[src/rtl/reflet_boot_loader.sv]
// reflet_boot_loader: holds the CPU in reset, copies a boot image from ROM to RAM, then hands over the bus.
// Optional checksum verification of the image is enabled with REFLET_BOOT_CHECKSUM_EN.
module reflet_boot_loader #(
    parameter int wordsize = 16,
    parameter int boot_len = 64,
    parameter int rom_addr_size = 8,
    parameter longint unsigned boot_base = 0,
    parameter int reset_cycles = 4
) (
    input  logic                     clk,
    input  logic                     reset,
    input  logic                     soft_reboot,
    input  logic [wordsize-1:0]      cpu_addr,
    input  logic [wordsize-1:0]      cpu_data_out,
    input  logic                     cpu_write_en,
    output logic [rom_addr_size-1:0] rom_addr,
    input  logic [wordsize-1:0]      rom_data,
    output logic [wordsize-1:0]      bus_addr,
    output logic [wordsize-1:0]      bus_data,
    output logic                     bus_we,
    output logic                     cpu_reset,
    output logic                     busy,
    output logic                     fault
);
    localparam int hold_w = $clog2(reset_cycles + 1);
    localparam int cw = rom_addr_size > hold_w ? rom_addr_size : hold_w;
    typedef enum logic [2:0] {HOLD, COPY, DRAIN, RUN, FAULT} state_t;
    state_t state, state_n;
    logic [cw-1:0] counter;
    logic wr_valid;
    logic [wordsize-1:0] wr_addr;
`ifdef REFLET_BOOT_CHECKSUM_EN
    logic [wordsize-1:0] sum;
`endif
    // The write stage trails the ROM read by one cycle to match the synchronous ROM latency.
    always_ff @(posedge clk or posedge reset) begin
        if (reset) begin
            state <= HOLD;
            counter <= '0;
            wr_valid <= 1'b0;
            wr_addr <= '0;
`ifdef REFLET_BOOT_CHECKSUM_EN
            sum <= '0;
`endif
        end else begin
            state <= state_n;
            counter <= (state == RUN || (state == HOLD && state_n != HOLD)) ? '0 : counter + 1'b1;
            wr_valid <= state == COPY;
            wr_addr <= wordsize'(boot_base) + wordsize'(counter);
`ifdef REFLET_BOOT_CHECKSUM_EN
            sum <= state == HOLD ? '0 : wr_valid ? sum + rom_data : sum;
`endif
        end
    end
    always_comb begin
        state_n = state;
        cpu_reset = 1'b1;
        busy = 1'b1;
        fault = 1'b0;
        rom_addr = '0;
        bus_we = wr_valid;
        bus_addr = wr_valid ? wr_addr : '0;
        bus_data = wr_valid ? rom_data : '0;
        case (state)
            HOLD: state_n = counter == cw'(reset_cycles - 1) ? COPY : HOLD;
            COPY: begin
                rom_addr = counter[rom_addr_size-1:0];
                state_n = counter == cw'(boot_len - 1) ? DRAIN : COPY;
            end
`ifdef REFLET_BOOT_CHECKSUM_EN
            // First drain cycle fetches the checksum word, second one judges the total.
            DRAIN: begin
                rom_addr = counter[rom_addr_size-1:0];
                state_n = counter == cw'(boot_len) ? DRAIN : (sum + rom_data == '0 ? RUN : FAULT);
            end
            FAULT: fault = 1'b1;
`else
            DRAIN: state_n = RUN;
`endif
            RUN: begin
                cpu_reset = 1'b0;
                busy = 1'b0;
                bus_we = cpu_write_en;
                bus_addr = cpu_addr;
                bus_data = cpu_data_out;
                state_n = soft_reboot ? HOLD : RUN;
            end
            default: state_n = HOLD;
        endcase
    end
endmodule

[config.mk]
export PLATFORM = sky130hd
export DESIGN_NAME = reflet_boot_loader
export DESIGN_NICKNAME = d
export VERILOG_FILES = /design/src/rtl/reflet_boot_loader.sv
export SDC_FILE = /design/constraint.sdc
export NUM_CORES = 1
export LEC_CHECK = 0
export ABC_CLOCK_PERIOD_IN_PS = 2900
export BUFFER_PORTS_ARGS = -buffer_cell sky130_fd_sc_hd__buf_2
export CORE_MARGIN = 2
export CORE_UTILIZATION = 42
export CTS_CLUSTER_SIZE = 8
export DETAILED_ROUTE_END_ITERATION = 8
export GPL_TIMING_DRIVEN = 0
export HOLD_SLACK_MARGIN = 0.1
export PLACE_DENSITY = 0.94
export SLEW_MARGIN = 5
export SYNTH_ARGS = -nofsm -noshare
export SYNTH_HDL_FRONTEND = slang
export SYNTH_SLANG_ARGS = --single-unit
[constraint.sdc]
create_clock -name clk -period 2.9 [get_ports clk]
set_input_delay 0.29 -clock clk [delete_from_list [all_inputs] [get_ports clk]]
set_output_delay 0.29 -clock clk [all_outputs]
set_load 0.005 [all_outputs]
==> key figures <==
Clock network
  • Post-CTS setup buffers: 0
  • # hold bufs at CTS: 0
  • CTS buffer count: 3
  • Clock-pin slew on the worst setup and hold paths: approximately 0.10 ns
  • Clk buf depth: 2
  • Worst skew pair latency: 0.29 ns
  • # H-tree levels: 1
  • CTS sink cnt: 19
  • Clock root cell: clkbuf_4
  • PostCTS Resize Cnt: 0
  • CTS tree: yes

Final layout
  • Ant diodes: 0
  • Finished Core Util: 63.4%
  • Nets@finish: 316
  • Fillers: between 200 and 250
  • Share of cells above drive strength 1: 42.4%
  • Area delta synth->final: 44.1%

Global route
  • Largest net degree at the start of global routing: 20
  • Gr ovfl total: 0
  • Vias in the first global route: approximately 1300
  • First-pass GRT wire length: between 5000 and 6000 µm
  • Initial antenna violation count: 0
  • Total track usage: between 15 and 20%

STA
  • Maximum clock frequency: 519 MHz
  • RSZ-0062 raised after global routing: false
  • # setup viols final: 0
  • Clock Skews: approximately 0.0043 ns
  • Least-Margin Pin Slew: just under 0.7 ns
  • Fin Setup TNS: 0 ns
  • Final Hold Viols: 0
  • Relative slew slack: ~54%
  • Min Clock Period, post-route: 1.93 ns
  • Max Slew Vio Count: 0
  • Tcrit/Tclk final: about two thirds

Yosys
  • Post-Syn Area per Cell: roughly 7.4 µm²
  • Synth top area share: about two fifths
  • Cell area after synthesis: ~1200 µm²
  • Synthesized flop and latch total: 19
  • Synth area leader: dfrtp_1
  • Seq/Total Area, Yosys: between 30% and 40%
  • Synth unique cells: 30
  • Post-Syn Nets: 217
  • Ys Warns: 0
  • Top cells by area, synth: dfrtp_1 39%, nand2_1 15%, o21ai_0 11%
  • Mapped Cells: 164

Critical path
  • WP data required: 2.61 ns
  • Worst setup SP type: register
  • Max FO, Critical Path: 10
  • CP Class: reg2out
  • R2R setup slack: about 1.3 ns
  • Endpoint class of the critical path: primary output
  • Worst path arrival time: roughly 1.6 ns

Power
  • Clock Power Share: between 20 and 30%
  • Internal Power: between 0.0003 and 0.0004 W
  • Comb power frac: a little over an eighth
  • Sw Pwr: 0.000102 W
  • Share of power burned in registers: about 58%
  • Peak VDD IR: around 0.00024 V
  • Switching part of the total power: approximately 22%
  • Lkg Pwr: around 0.97 nW
  • Pwr Density: ~260 nW/µm²

Die
  • Core Region: around 2800 µm²
  • Die Area: ~3300 µm²
  • Die W: about 58 µm
  • Die Y: about 58 µm
  • Initial Util: between 40 and 50%
  • Row count: 19
  • Io pins: 96

Route
  • Drt drc: 0
  • Via Count: between 1000 and 1500
  • DR pass1 iterations: 4
  • Final ANT Viol Nets: 0
  • DR WL/cell: between 10 and 15 µm
  • Routed wire length: about 3400 µm
  • Initial drt markers: between 40 and 50
  • Via density per instance: between 4 and 5

Placed design
  • # port buffers: 94
  • HPWL Detailed: about 2600 µm
  • Routability congestion estimate: 0.792

Flow run
  • Max-cap viol count: 0

Status
  • Status: finished clean

Worst hold path
  • Worst Hold Class: in2async
==> cells by family after synthesis <==
logic type,Yosys count,share of synthesized area (%)
buf+inv,19,7.63
simple gates,86,33.4
compound gates,34,15.4
other cells,1,0.309
xor+xnor,3,2.17
fa+ha+maj,1,1.03
flops,19,39.2
mux,1,0.928
==> metrics by stage <==
stage	cells	hold WS (ns)	power [W]	instance area (µm²)	setup slack [ns]
2_1_floorplan	164	0.241	0.000287	1210	1.56
3_3_place_gp	289	0.382	0.000330	1720	1.35
3_5_place_dp	289	0.387	0.000332	1720	1.30
4_1_cts	293	0.107	0.000457	1750	0.999
5_1_grt	293	0.149	0.000477	1750	0.848
6_report	293	0.0795	0.000457	1750	0.973
==> cells in the final DEF, fill, tap and decap left out, types with 2 or more instances in the layout <==
cell / instances
clkbuf_4: 3
inv_1: 4
or3_1: 3
a21oi_1: 2
nand3_1: 4
buf_4: 2
o21ai_0: 27
clkbuf_1: 8
nor2_1: 6
nand2_1: 50
and3_1: 8
buf_2: 99
nor3b_1: 2
dfrtp_1: 19
and2_1: 8
xor2_1: 2
==> cells in the mapped netlist (all sizes together) <==
cell type and number:
a211oi 1, a21oi 3, conb 1, dfrtp 19
inv 4, and2 9, and3 8, xnor2 1
buf 8, or3 3, nor4 1, clkbuf 7
nand2 50, o21ai 27, a21boi 1, a31o 1
nor3b 2, and2b 1, nand4 1, nor2 6
a22o 1, mux2 1, nor2b 1, ha 1
xor2 2, nand3 4
==> flip-flops by register name, indices dropped and copies added (netlist names) <==
signal / count
wr_valid: 1
counter: 8
state: 2
wr_addr: 8
==> power by group through the flow <==
stage,Combinational [W],Sequential (W),Clock (W)
final,0.0000616,0.000265,0.000131
after floorplan,0.0000169,0.000270,0
after global placement,0.0000604,0.000270,0
after global routing,0.0000691,0.000265,0.000143
after CTS,0.0000622,0.000265,0.000130
after detailed placement,0.0000621,0.000270,0
==> routing by layer <==
layer	vias to the layer above	share of wire (%)	routed length (µm)	GRT usage, %
met2	64	49	1650	36.4
li1	729	-	-	-
met1	636	38	1290	21.7
met4	0	2.6	87	8.97
met5	-	0	0	0
met3	11	10	338	4.24
==> layout make-up <==
class	instances	area, µm²	share of cell area (%)
Buffer	15	77.6	4.43
Clock buffer	4	26.3	1.50
Inverter	4	15.0	0.858
Multi-Input combinational cell	126	646	36.9
Sequential cell	19	475	27.2
Tap cell	31	38.8	2.22
Timing Repair Buffer	94	470	26.9
==> worst max-delay path, stage by stage (launching register included) <==
cell	delay [ns]
dfrtp_1	0.39
and2_1	0.13
buf_2	0.20
clkbuf_1	0.32
o21ai_0	0.16
buf_2	0.14
==> worst paths after layout <==
check                                startpoint              endpoint  cells past startpoint
max                          state[1]$_DFF_PP0_           bus_data[9]                      5
min                                       reset  wr_addr[1]$_DFF_PP0_                      2
max reg2reg                counter[0]$_DFF_PP0_  counter[0]$_DFF_PP0_                      4
min reg2reg                counter[2]$_DFF_PP0_  wr_addr[2]$_DFF_PP0_                      0
max in group asynchronous                 reset  wr_addr[0]$_DFF_PP0_                      2
min in group clk                    soft_reboot    state[0]$_DFF_PP0_                      2
No activity file was read; power rests on OpenSTA's default activity.
